<file path="src/rtl/grant_bus_pkg.sv">
// Shared encodings for the grant bus mux: arbiter grant codes, owner states and
// output source tags, plus the grant-to-owner decode used by the mux FSM.
package grant_bus_pkg;

   localparam logic [1:0] GNT_NONE = 2'b00;
   localparam logic [1:0] GNT_A    = 2'b10;
   localparam logic [1:0] GNT_B    = 2'b01;
   localparam logic [1:0] GNT_ILL  = 2'b11;

   localparam logic SRC_A = 1'b1;
   localparam logic SRC_B = 1'b0;

   typedef enum logic [1:0] {
      IDLE  = 2'd0,
      OWN_A = 2'd1,
      OWN_B = 2'd2
   } owner_e;

   // Both "no grant" and the illegal code leave the bus unowned.
   function automatic owner_e decode_grant(input logic [1:0] grant);
      owner_e owner;
      case (grant)
         GNT_A:   owner = OWN_A;
         GNT_B:   owner = OWN_B;
         default: owner = IDLE;
      endcase
      return owner;
   endfunction

endpackage

</file>
<file path="src/rtl/grant_bus_mux_if.sv">
// Bundle of the arbiter grant, both requester beat ports and the shared output
// port. The mux takes the slave side; whoever drives grant and requesters takes master.
interface grant_bus_mux_if #(
   parameter int DATA_W    = 8,
   parameter int MAX_BURST = 4
);
   import grant_bus_pkg::*;

   localparam int CNT_W = $clog2(MAX_BURST + 1);

   logic [1:0]        grant;
   logic              a_valid;
   logic [DATA_W-1:0] a_data;
   logic              a_ready;
   logic              b_valid;
   logic [DATA_W-1:0] b_data;
   logic              b_ready;
   logic              out_valid;
   logic [DATA_W-1:0] out_data;
   logic              out_src;
   logic              out_ready;
   logic              a_release;
   logic              b_release;
   logic [CNT_W-1:0]  beat_count;
   logic              grant_err;

   modport slave (
      input  grant, a_valid, a_data, b_valid, b_data, out_ready,
      output a_ready, b_ready, out_valid, out_data, out_src,
             a_release, b_release, beat_count, grant_err
   );

   modport master (
      output grant, a_valid, a_data, b_valid, b_data, out_ready,
      input  a_ready, b_ready, out_valid, out_data, out_src,
             a_release, b_release, beat_count, grant_err
   );

endinterface

</file>
<file path="src/rtl/grant_bus_mux_out_reg.sv">
// One-entry valid/ready holding stage for the shared output port. A load and a
// drain in the same cycle keep the stage full, so the port runs at one beat per cycle.
module gbm_out_reg #(
   parameter int DATA_W = 8
) (
   input  logic              clock,
   input  logic              reset,
   input  logic              load,
   input  logic              load_src,
   input  logic [DATA_W-1:0] load_data,
   input  logic              drain,
   output logic              out_valid,
   output logic              out_src,
   output logic [DATA_W-1:0] out_data
);

   logic            valid_q, valid_d;
   logic [DATA_W:0] payload_q, payload_d;

   always_comb begin
      valid_d   = valid_q;
      payload_d = payload_q;
      if (load) begin
         valid_d   = 1'b1;
         payload_d = {load_src, load_data};
      end else if (drain) begin
         valid_d = 1'b0;
      end
   end

   always_ff @(posedge clock) begin
      if (reset) begin
         valid_q   <= 1'b0;
         payload_q <= '0;
      end else begin
         valid_q   <= valid_d;
         payload_q <= payload_d;
      end
   end

   assign out_valid = valid_q;
   assign out_src   = payload_q[DATA_W];
   assign out_data  = payload_q[DATA_W-1:0];

endmodule

</file>
<file path="src/rtl/grant_bus_mux.sv">
// Routes the granted requester's beats onto the shared output port, counts beats per
// grant tenure and flags illegal grants. Define GBM_BURST_LIMIT_EN to cap tenures at MAX_BURST beats.
module grant_bus_mux
   import grant_bus_pkg::*;
#(
   parameter int DATA_W    = 8,
   parameter int MAX_BURST = 4
) (
   input logic             clock,
   input logic             reset,
   grant_bus_mux_if.slave  bus
);

   localparam int CNT_W = $clog2(MAX_BURST + 1);
   localparam logic [CNT_W-1:0] CNT_SAT = '1;

   owner_e            state_q, state_d;
   logic [CNT_W-1:0]  beat_count_q, beat_count_d;
   logic              grant_err_q, grant_err_d;

   logic              new_tenure;
   logic              space;
   logic              limit;
   logic              a_ready, b_ready;
   logic              a_accept, b_accept, accept;
   logic              load_src;
   logic [DATA_W-1:0] load_data;
   logic              out_valid, out_src;
   logic [DATA_W-1:0] out_data;

   always_comb begin
      state_d    = decode_grant(bus.grant);
      new_tenure = (state_d != state_q);
   end

`ifdef GBM_BURST_LIMIT_EN
   localparam logic [CNT_W-1:0] BURST_CAP = CNT_W'(MAX_BURST);
   // The count still belongs to the previous tenure on a switch cycle, so it must
   // not block the incoming owner.
   assign limit = !new_tenure && (beat_count_q == BURST_CAP);
`else
   assign limit = 1'b0;
`endif

   always_comb begin
      space    = !out_valid || bus.out_ready;
      a_ready  = !reset && (bus.grant == GNT_A) && space && !limit;
      b_ready  = !reset && (bus.grant == GNT_B) && space && !limit;
      a_accept = bus.a_valid && a_ready;
      b_accept = bus.b_valid && b_ready;
      accept   = a_accept || b_accept;
      load_src  = a_accept ? SRC_A : SRC_B;
      load_data = a_accept ? bus.a_data : bus.b_data;
   end

   always_comb begin
      beat_count_d = beat_count_q;
      if (new_tenure) begin
         beat_count_d = accept ? CNT_W'(1) : '0;
      end else if (accept && (beat_count_q != CNT_SAT)) begin
         beat_count_d = beat_count_q + CNT_W'(1);
      end
      grant_err_d = grant_err_q || (bus.grant == GNT_ILL);
   end

   always_ff @(posedge clock) begin
      if (reset) begin
         state_q      <= IDLE;
         beat_count_q <= '0;
         grant_err_q  <= 1'b0;
      end else begin
         state_q      <= state_d;
         beat_count_q <= beat_count_d;
         grant_err_q  <= grant_err_d;
      end
   end

   gbm_out_reg #(
      .DATA_W (DATA_W)
   ) u_out_reg (
      .clock     (clock),
      .reset     (reset),
      .load      (accept),
      .load_src  (load_src),
      .load_data (load_data),
      .drain     (bus.out_ready),
      .out_valid (out_valid),
      .out_src   (out_src),
      .out_data  (out_data)
   );

   assign bus.a_ready    = a_ready;
   assign bus.b_ready    = b_ready;
   assign bus.a_release  = limit && (bus.grant == GNT_A);
   assign bus.b_release  = limit && (bus.grant == GNT_B);
   assign bus.out_valid  = out_valid;
   assign bus.out_src    = out_src;
   assign bus.out_data   = out_data;
   assign bus.beat_count = beat_count_q;
   assign bus.grant_err  = grant_err_q;

endmodule

</file>
<file path="src/flat_wrapper.sv">
// flat-port wrapper written by rule: the top's interface ports become plain ports
module grant_bus_mux_flat import grant_bus_pkg::*;
#(
   parameter int DATA_W    = 8,
   parameter int MAX_BURST = 4
)
  (clock, reset, bus_grant, bus_a_valid, bus_a_data, bus_b_valid, bus_b_data, bus_out_ready, bus_a_ready, bus_b_ready, bus_out_valid, bus_out_data, bus_out_src, bus_a_release, bus_b_release, bus_beat_count, bus_grant_err);
  grant_bus_mux_if #(.DATA_W(DATA_W), .MAX_BURST(MAX_BURST)) bus_i ();
  input logic clock;
  input logic reset;
  input wire logic [$bits(bus_i.grant)-1:0] bus_grant;
  input wire logic [$bits(bus_i.a_valid)-1:0] bus_a_valid;
  input wire logic [$bits(bus_i.a_data)-1:0] bus_a_data;
  input wire logic [$bits(bus_i.b_valid)-1:0] bus_b_valid;
  input wire logic [$bits(bus_i.b_data)-1:0] bus_b_data;
  input wire logic [$bits(bus_i.out_ready)-1:0] bus_out_ready;
  output wire logic [$bits(bus_i.a_ready)-1:0] bus_a_ready;
  output wire logic [$bits(bus_i.b_ready)-1:0] bus_b_ready;
  output wire logic [$bits(bus_i.out_valid)-1:0] bus_out_valid;
  output wire logic [$bits(bus_i.out_data)-1:0] bus_out_data;
  output wire logic [$bits(bus_i.out_src)-1:0] bus_out_src;
  output wire logic [$bits(bus_i.a_release)-1:0] bus_a_release;
  output wire logic [$bits(bus_i.b_release)-1:0] bus_b_release;
  output wire logic [$bits(bus_i.beat_count)-1:0] bus_beat_count;
  output wire logic [$bits(bus_i.grant_err)-1:0] bus_grant_err;
  assign bus_i.grant = bus_grant;
  assign bus_i.a_valid = bus_a_valid;
  assign bus_i.a_data = bus_a_data;
  assign bus_i.b_valid = bus_b_valid;
  assign bus_i.b_data = bus_b_data;
  assign bus_i.out_ready = bus_out_ready;
  assign bus_a_ready = bus_i.a_ready;
  assign bus_b_ready = bus_i.b_ready;
  assign bus_out_valid = bus_i.out_valid;
  assign bus_out_data = bus_i.out_data;
  assign bus_out_src = bus_i.out_src;
  assign bus_a_release = bus_i.a_release;
  assign bus_b_release = bus_i.b_release;
  assign bus_beat_count = bus_i.beat_count;
  assign bus_grant_err = bus_i.grant_err;
  grant_bus_mux #(.DATA_W(DATA_W), .MAX_BURST(MAX_BURST)) u_core (.clock(clock), .reset(reset), .bus(bus_i));
endmodule
</file>
<file path="config.mk">
export PLATFORM = sky130hd
export DESIGN_NAME = grant_bus_mux_flat
export DESIGN_NICKNAME = d
export VERILOG_FILES = /design/src/rtl/grant_bus_pkg.sv /design/src/rtl/grant_bus_mux_if.sv /design/src/rtl/grant_bus_mux_out_reg.sv /design/src/rtl/grant_bus_mux.sv /design/src/flat_wrapper.sv
export SDC_FILE = /design/constraint.sdc
export NUM_CORES = 1
export LEC_CHECK = 0
export ABC_AREA = 1
export BUFFER_PORTS_ARGS = -buffer_cell sky130_fd_sc_hd__buf_2
export CAP_MARGIN = 20
export CORE_MARGIN = 4
export CORE_UTILIZATION = 40
export DETAILED_ROUTE_END_ITERATION = 6
export PLACE_DENSITY_LB_ADDON = 0.2
export SLEW_MARGIN = 20
export SYNTH_ARGS = -nofsm -noshare
export SYNTH_HDL_FRONTEND = slang
export SYNTH_SLANG_ARGS = --single-unit
</file>
<file path="constraint.sdc">
create_clock -name clock -period 1.4 [get_ports clock]
set_clock_uncertainty 0.05 [all_clocks]
set_input_delay 0.28 -clock clock [delete_from_list [all_inputs] [get_ports clock]]
set_output_delay 0.28 -clock clock [all_outputs]
set_load 0.01 [all_outputs]
</file>
==> results of run 1 <==
## final cells by class
cell class | count | area, µm² | area share, %
sequential | 16 | 320.3 | 29.29
clock buffer | 3 | 22.52 | 2.059
tap | 27 | 33.78 | 3.089
timing repair buffer | 47 | 257.7 | 23.57
inverter | 11 | 46.29 | 4.233
multi-input combinational | 74 | 412.9 | 37.76
## per-layer routing
metal / vias up / track usage [%] / part of all wire, %
met2: 28 / 22.73 / 48
met4: 0 / 5.106 / 0.98
met1: 371 / 15.56 / 42
li1: 440 / - / -
met5: - / 0 / 0
met3: 2 / 5.634 / 8.5
## stage by stage
| step | util (%) | setup WS, ps | TNS, ps | cell area (µm²) |
|---|---|---|---|---|
| floorplan | - | 214.7 | 0 | 815.8 |
| global placement | 52.58 | 55.74 | 0 | 1021 |
| detailed placement | 52.58 | 14.77 | 0 | 1021 |
| CTS | 54.25 | 17.43 | 0 | 1054 |
| global route | 56.31 | -17.64 | -17.64 | 1094 |
| finish | 56.31 | 60.71 | 0 | 1094 |
## what timing repair did
action,in CTS,in global routing
buffers inserted,1,4
gates resized for setup,1,2
setup endpoints to repair,2,3
pin swaps,1,1
hold buffers,0,0
## worst min-delay path by stage
stage	endpoint	slack, ps	cells past startpoint
2_1_floorplan	u_core.state_q[0]	370	2
3_3_place_gp	u_core.bus.grant_err	400	2
3_5_place_dp	u_core.u_out_reg.payload_q[8]	410	2
4_1_cts	u_core.u_out_reg.payload_q[3]	180	3
5_1_grt	u_core.u_out_reg.payload_q[0]	190	3
6_report	u_core.u_out_reg.payload_q[4]	200	3
## power by group through the flow
stage,Sequential [mW],Combinational (mW),Clock [mW]
floorplan,0.511,0.0986,0
global placement,0.501,0.173,0
detailed placement,0.502,0.176,0
CTS,0.491,0.179,0.249
global route,0.494,0.209,0.263
finish,0.490,0.186,0.234
## Yosys cell counts, drive strengths merged
master	instances
nor2	5
buf	5
a21oi	7
inv	10
nand3	6
nand4	3
clkinv	1
o21ai	11
nand2	29
nor3	2
ha	2
a31oi	6
dfxtp	16
nand3b	1
conb	1
## sequential cells by signal (all words and copies together), names as in the netlist
name and count:
u_core.bus.beat_count 3, u_core.u_out_reg.out_valid 1, u_core.state_q 2, u_core.u_out_reg.payload_q 9, u_core.bus.grant_err 1
## worst max-delay path: cells and delay by family (launching register included)
family                 cells  cell delay, ps
DFF                        1             330
buffers and inverters      2             220
and+or+nand+nor            2             170
## logic make-up after synthesis
kind of cell / share of synthesized area [%]
AO/OA/AOI/OAI: 15.72
adder cells (fa/ha/maj): 3.081
buffers and inverters: 11.71
flip-flops: 39.45
other: 0.4618
AND/OR/NAND/NOR: 29.58
## cells in the final DEF, fill, tap and decap left out, types with 5 or more instances in the layout
| cell | count |
|---|---|
| inv_1 | 7 |
| nand2_1 | 25 |
| nand3_1 | 5 |
| buf_2 | 38 |
| a31oi_1 | 6 |
| dfxtp_1 | 16 |
| o21ai_0 | 10 |
| buf_4 | 9 |
| a21oi_1 | 7 |
==> impl_metrics.toml, run 1 <==
[placement]
post-dp-hpwl_um = 1428
place_congestion = 0.7511
port_buffers = 38
placed_cells = 170

[finish]
fillCellCount = 201
area_growth_syn_to_layout_pct = 34.67
fin_cells = 178
diodes = 0
drive_above_1_share_pct = 42.38
nets = 178

[timing]
period_minus_slack_ps = 1339
fmax_mhz = 746.7
hold_slack_ps = 196.1
final-setup-viol-count = 0
rsz0062_at_grt = "yes"
hold_viol_final = 0
finalCritPeriodShare_pct = 95.66
slew_violations = 0

[drt]
route.detailed.drc = 0
ant_nets = 0
wl_per_cell_um = 10.27
vias = 841
drt_iter0_drc = 10
routed_via_density = 4.725
drt-pass1-iter-count = 4
wirelength_um = 1828

[global_route]
grt_max_degree = 20
grt_use_total_pct = 13.70
grt_pass1_vias = 697
antenna_found_initial = 0
grt_pass1_wl_um = 2815
globalRouteOverflowTotal = 0

[yosys]
netlist_instances = 105
ys_top_cells_by_area = "dfxtp_1, nand2_1, o21ai_0"
ys_types = 24
synth_area_per_cell_um2 = 7.734
synth_top_area_cell = "dfxtp_1"
ys_seq_area_share_pct = 39.45
synth_top_area_share_pct = 39.45
yosys_warnings = 0
synth-seq-cells = 16
syn_area_um2 = 812.0

[power]
p_sw_mw = 0.2483
p_sw_share_pct = 27.26
ir_drop_uv = 737.7
p_clk_share_pct = 25.7
p_leak_nw = 0.5747
seqPwrFrac_pct = 53.8
p_per_area_nw_per_um2 = 832.9
power.share.combinational_pct = 20.5
power.total_mw = 0.9108
p_int_mw = 0.6625

[die]
rows = 16
die-height_um = 53.06
die_area_um2 = 2815
core_um2 = 1942
io_pins = 41
fp.dieW_um = 53.06
start_util_pct = 41.82

[worst_setup_path]
crit_chain = "nand2_2 > inv_1 > nor3_2 > buf_2"
required_ps = 1070
cpPeakStageDelay_ps = 330
critPathMaxFanout = 3
r2r-start = "u_core.u_out_reg.out_valid"
r2r_cells = 7
critPathKind = "reg2out"
worst-r2r-setup-slack_ps = 100
end_kind = "output pin"
crit_arrival_ps = 1010
cp-startpoint = "u_core.u_out_reg.out_valid"
cp-start-kind = "flip-flop"
cp_slowest_cell = "dfxtp_1"
cp-endpoint = "bus_b_ready"
r2r_end = "u_core.u_out_reg.payload_q[0]"

[hold_path]
holdCritPathClass = "in2reg"
min_from = "bus_a_data[4]"

[outcome]
outcome = "complete, no violations"

[clocking]
cts-root-buf = "clkbuf_4"
insertion_delay_ps = 280
cts.htree.levels = 1
cts.sinks = 16
clk_pin_slew_ps = 90
cts_tree = "built"
cts.path.max_buffers = 2
cts_buffers = 3

[run]
cap_violations = 0
Note: power is estimated with default switching activity, not from simulation.
==> run 2: changes to the inputs <==
- REMOVE_ABC_BUFFERS: not set -> 1
==> run 2 against run 1 <==
Sequential cell count unchanged. Power increased by 8.5%. Fmax increased by 0.84%. Global-route usage increased by 0.97 points. Non-clock buffer count decreased by 1. Critical path depth unchanged. Cell count unchanged. Register-to-register slack about the same. Clock power increased by 34%. Utilization increased by 0.45 points.
==> impl_metrics.toml, run 2 (synthesized netlist as in run 1, its figures left out) <==
[worst_setup_path]
r2r-start = "u_core.u_out_reg.out_valid"
r2r_end = "u_core.u_out_reg.payload_q[7]"
critPathMaxFanout = 3
critPathKind = "reg2out"
worst-r2r-setup-slack_ps = 100
cp-start-kind = "flip-flop"
required_ps = 1070
r2r_cells = 7
cp-endpoint = "bus_b_ready"
cp-startpoint = "u_core.u_out_reg.out_valid"
crit_arrival_ps = 1000
end_kind = "output pin"

[timing]
finalCritPeriodShare_pct = 94.87
period_minus_slack_ps = 1328
final-setup-viol-count = 0
rsz0062_at_grt = "yes"
slew_violations = 0
hold_viol_final = 0
fmax_mhz = 752.9

[finish]
fillCellCount = 188
postLayoutCoreUtil_pct = 56.77
top_register = "u_core.u_out_reg.payload_q"
fin_cells = 178
drive_above_1_share_pct = 43.05
diodes = 0
regArea_um2 = 320.3
layout_common_cells = "buf_2, nand2_1, dfxtp_1, o21ai_0, buf_4"
final_common_cell = "buf_2"
nets = 177
area_growth_syn_to_layout_pct = 35.75
largest_reg_flops = 9
multi_input_area_um2 = 415.4
fin_area_um2 = 1102

[clocking]
clk_pin_slew_ps = 100
cts.sinks = 16
insertion_delay_ps = 290
cts_buffers = 3
cts.htree.levels = 1
cts-root-buf = "clkbuf_4"
cts_tree = "built"
cts.path.max_buffers = 2

[die]
start_util_pct = 41.82
rows = 16
die-height_um = 53.06
fp.dieW_um = 53.06
core_um2 = 1942
io_pins = 41
die_area_um2 = 2815

[power]
p_leak_nw = 0.5769
p_per_area_nw_per_um2 = 896.9
power.total_mw = 0.9886
ir_drop_uv = 564.9

[global_route]
grt_use_total_pct = 14.67
grt_pass1_vias = 737
globalRouteOverflowTotal = 0
antenna_found_initial = 0
grt_pass1_wl_um = 3036
grt_max_degree = 19

[drt]
routed_via_density = 4.607
route.detailed.drc = 0
vias = 820
ant_nets = 0
drt_iter0_drc = 12
wl_per_cell_um = 10.33
wirelength_um = 1838
drt-pass1-iter-count = 6

[placement]
post-dp-hpwl_um = 1416
placed_cells = 171
port_buffers = 38
place_congestion = 0.7350
place_area_um2 = 1028

[outcome]
outcome = "complete, no violations"

[hold_path]
holdCritPathClass = "in2reg"

[run]
cap_violations = 0
[run 2: cell types whose count changed in the layout (fill, tap and decap cells not counted)]
cell | before | now
nand2_1 | 25 | 24
clkbuf_8 | 0 | 1
nand2_2 | 3 | 4
buf_4 | 9 | 8
[run 2: worst min path at each step]
stage,startpoint,endpoint,slack (ps),cells after the start
4_1_cts,reset,u_core.u_out_reg.payload_q[8],170,2
6_report,reset,u_core.u_out_reg.payload_q[8],170,2
3_3_place_gp,u_core.bus.grant_err,u_core.bus.grant_err,390,2
2_1_floorplan,reset,u_core.bus.beat_count[0],300,1
3_5_place_dp,u_core.u_out_reg.payload_q[8],u_core.u_out_reg.payload_q[8],410,2
5_1_grt,bus_a_data[4],u_core.u_out_reg.payload_q[4],180,3
[run 2: worst max-delay path: stages, from the launching register on]
cell     delay [ps]
dfxtp_1         330
nand2_2          60
inv_1            80
nor3_2          100
buf_2           150
[run 2: stage by stage]
stage	setup slack, ps	setup TNS (ps)	hold WS (ps)
2_1_floorplan	-31.85	-52.65	299.1
5_1_grt	-2.767	-2.767	181.5
6_report	71.88	0	173.4
3_5_place_dp	-16.00	-16.00	408.6
3_3_place_gp	57.97	0	394.2
4_1_cts	37.79	0	168.3
[run 2: cell type report]
type                            count  area share [%]
Clock buffer                        4           3.292
Inverter                           11           4.200
Multi-Input combinational cell     74           37.68
Sequential cell                    16           29.06
Tap cell                           27           3.065
Timing Repair Buffer               46           22.70
[run 2: power by group]
group	internal [mW]	total, mW	switching (mW)	leakage, nW
clock	0.158	0.314	0.156	0.0210
sequential	0.479	0.491	0.0120	0.131
combinational	0.0825	0.184	0.101	0.425
total	0.719	0.989	0.269	0.577
[run 2: timing repair]
action | 4_1_cts | 5_1_grt
buffers inserted | 1 | 2
hold buffers | 0 | 0
pin swaps | 1 | 1
gates resized for setup | 1 | 3
setup endpoints to repair | 2 | 4
[run 2: layer usage]
layer / wire (µm) / up-vias / part of all wire [%] / global-route usage, %
met2: 860 / 24 / 47 / 23.76
met3: 120 / 4 / 6.5 / 3.662
met1: 830 / 354 / 45 / 17.69
li1: - / 438 / - / -
met5: 0 / - / 0 / 0
met4: 27 / 0 / 1.5 / 7.660
==> run 3: changes to the inputs <==
- ABC_AREA: 1 -> not set
==> run 3 against run 2 <==
The run now ends with negative setup slack left. Count of clock-buffer cells in the layout fell by 1. Utilization increased by 7.3 points. Routed wire length rose by 11%. Non-clock buffer count grew 7. Worst hold slack gained 46 ps. Critical path depth unchanged. Sequential share of layout area down 3.3 points. First-iteration DRC count decreased by 67%. Area after synthesis rose by 2.8%. Largest cell class unchanged. Highest routed layer unchanged.
==> impl_metrics.toml, run 3 <==
[yosys]
syn_area_um2 = 834.6
synth-seq-cells = 16
synth_fa_ha_area_share_pct = 2.999
synth_top_area_share_pct = 38.38
synth_top_family_by_area = "simple AND/OR/NAND/NOR gates"
synth_compound_area_share_pct = 18.74
synth_area_per_cell_um2 = 10.30
synth.most_common_cell = "dfxtp_1"
synth-main-ff-cell = "dfxtp_1"
synth_top_area_cell = "dfxtp_1"
synth-simple-area-share_pct = 20.69
synth_edf_count = 0
yosys_warnings = 0
synth_xor_area_share_pct = 1.049
netlist_instances = 81
synth_common_cells = "dfxtp_1, nor2_1, mux2i_1"
synthMuxAreaShare_pct = 11.99
ys_types = 25
ys_seq_area_share_pct = 38.38
synth-async-reset-ratio_pct = 0
ys_top_cells_by_area = "dfxtp_1, a211oi_2, mux2i_1"

[global_route]
grt_pass1_vias = 751
grt_max_degree = 18
antenna_found_initial = 0
grt_use_total_pct = 15.11
globalRouteOverflowTotal = 0
grt_pass1_wl_um = 3063

[drt]
routed_via_density = 4.911
wl_met2_um = 1075
top_layer_used = "met4"
drt_iter0_drc = 4
wl_per_cell_um = 12.92
ant_nets = 0
met1_length_um = 774
drt-pass1-iter-count = 2
vias = 776
wl_met3_um = 162
wirelength_um = 2042
route.detailed.drc = 0

[finish]
nets = 158
drive_above_1_share_pct = 61.83
layout_common_cells = "buf_2, dfxtp_1, nor2_1, buf_4, a211oi_2"
largest_reg_flops = 9
postLayoutCoreUtil_pct = 64.09
fillCellCount = 179
top_register = "u_core.u_out_reg.payload_q"
fin_area_um2 = 1257
diodes = 0
fin_cells = 158
area_growth_syn_to_layout_pct = 50.68
final_common_cell = "buf_2"

[worst_setup_path]
r2r-start = "u_core.u_out_reg.out_valid"
crit_chain = "and2b_2 > buf_6 > nor3_2 > buf_2"
cp_slowest_cell = "dfxtp_2"
required_ps = 1070
r2r_cells = 5
end_kind = "output pin"
critPathMaxFanout = 4
critPathKind = "reg2out"
crit_family = "flip-flops"
cp-start-kind = "flip-flop"
cpPeakStageDelay_ps = 320
crit_arrival_ps = 1190
r2r_end = "u_core.u_out_reg.payload_q[6]"
worst-r2r-setup-slack_ps = -120
cp_num_buf_inv = 2

[die]
die-height_um = 53.68
core_um2 = 1962
start_util_pct = 42.54
rows = 16
die_area_um2 = 2881
fp.dieW_um = 53.68
io_pins = 41

[timing]
final-setup-viol-count = 14
fmax_mhz = 657.4
finalCritPeriodShare_pct = 108.7
slew_violations = 0
hold_viol_final = 0
period_minus_slack_ps = 1521
fin_setup_tns_ps = -1298
setup_ws_ps = -121.1
rsz0062_at_grt = "yes"

[power]
p_per_area_nw_per_um2 = 740.2
power.total_mw = 0.9308
ir_drop_uv = 620.8
p_leak_nw = 0.5482

[clocking]
cts.sinks = 16
cts_hold_buf = 0
insertion_delay_ps = 280
cts.path.max_buffers = 2
cts-root-buf = "clkbuf_4"
cts.htree.levels = 1
clk_pin_slew_ps = 90
cts_tree = "built"
cts_buffers = 3

[placement]
placed_cells = 152
post-dp-hpwl_um = 1430
place_area_um2 = 1117
place_congestion = 0.6876
port_buffers = 38

[outcome]
violations = "negative setup slack"
outcome = "complete, but fails checks"

[run]
cap_violations = 0

[hold_path]
holdCritPathClass = "in2reg"
min_from = "reset"
holdPathEnd = "u_core.u_out_reg.out_valid"
hold_depth = 2
run 3: cell count changes in the layout (fill, tap and decap cells not counted), moves of 4 or more:
cell	previous run	this run
a211oi_2	0	8
a21oi_1	7	2
a31oi_1	6	0
buf_6	0	5
inv_1	7	0
mux2i_1	0	6
mux2i_2	0	4
nand2_1	24	0
nand2_2	4	0
nand2b_1	0	4
nand3_1	5	0
nor2_1	3	12
o21ai_0	10	0
run 3: worst max path at each step:
stage | start | to | slack (ps) | cells past startpoint
5_1_grt | u_core.u_out_reg.out_valid | u_core.u_out_reg.payload_q[0] | -210 | 6
6_report | u_core.u_out_reg.out_valid | bus_b_ready | -120 | 4
3_3_place_gp | bus_grant[0] | u_core.u_out_reg.payload_q[5] | -150 | 6
3_5_place_dp | bus_grant[0] | u_core.u_out_reg.payload_q[0] | -170 | 6
4_1_cts | u_core.u_out_reg.out_valid | bus_a_ready | -130 | 4
2_1_floorplan | u_core.u_out_reg.out_valid | u_core.u_out_reg.payload_q[0] | -330 | 4
run 3: cell families after synthesis:
group / Yosys count
muxes: 10
DFF: 16
buffers and inverters: 7
xor gates and xnor gates: 1
AOI/OAI and AO/OA: 13
other: 1
adders and majority gates: 2
and+or+nand+nor: 31
run 3: timing repair:
action / in CTS / in global routing
endpoints found under the setup margin: 14 / 15
buffers inserted: 2 / 0
gates resized for setup: 11 / 13
cloned: 1 / 0
pin swaps: 4 / 5
run 3: worst reg2reg max path, stage by stage, from the launching register on:
cell	delay (ps)
dfxtp_2	320
and2b_2	220
or3_1	440
buf_4	200
nor2_1	120
a211oi_2	60
run 3: metrics by stage:
step	setup WS, ps	hold WS [ps]
global route	-208.7	213.8
detailed placement	-170.6	412.5
global placement	-146.9	396.5
CTS	-128.8	210.0
finish	-121.1	219.4
floorplan	-328.7	294.6
run 3: routing by layer:
layer	GRT usage [%]	vias to the layer above
li1	-	391
met1	15.15	354
met2	28.23	27
met3	3.878	4
met4	7.660	0
met5	0	-
run 3: layout make-up:
type / instances / area [µm²] / area share, %
Multi-Input combinational cell: 59 / 543.0 / 43.18
Timing Repair Buffer: 53 / 334.1 / 26.57
Sequential cell: 16 / 324.1 / 25.77
Tap cell: 27 / 33.78 / 2.687
Clock buffer: 3 / 22.52 / 1.791
run 3: report_power, final:
group,total [mW],internal [mW],switching [mW]
clock,0.242,0.100,0.142
combinational,0.200,0.106,0.0943
sequential,0.488,0.476,0.0126
total,0.931,0.682,0.249
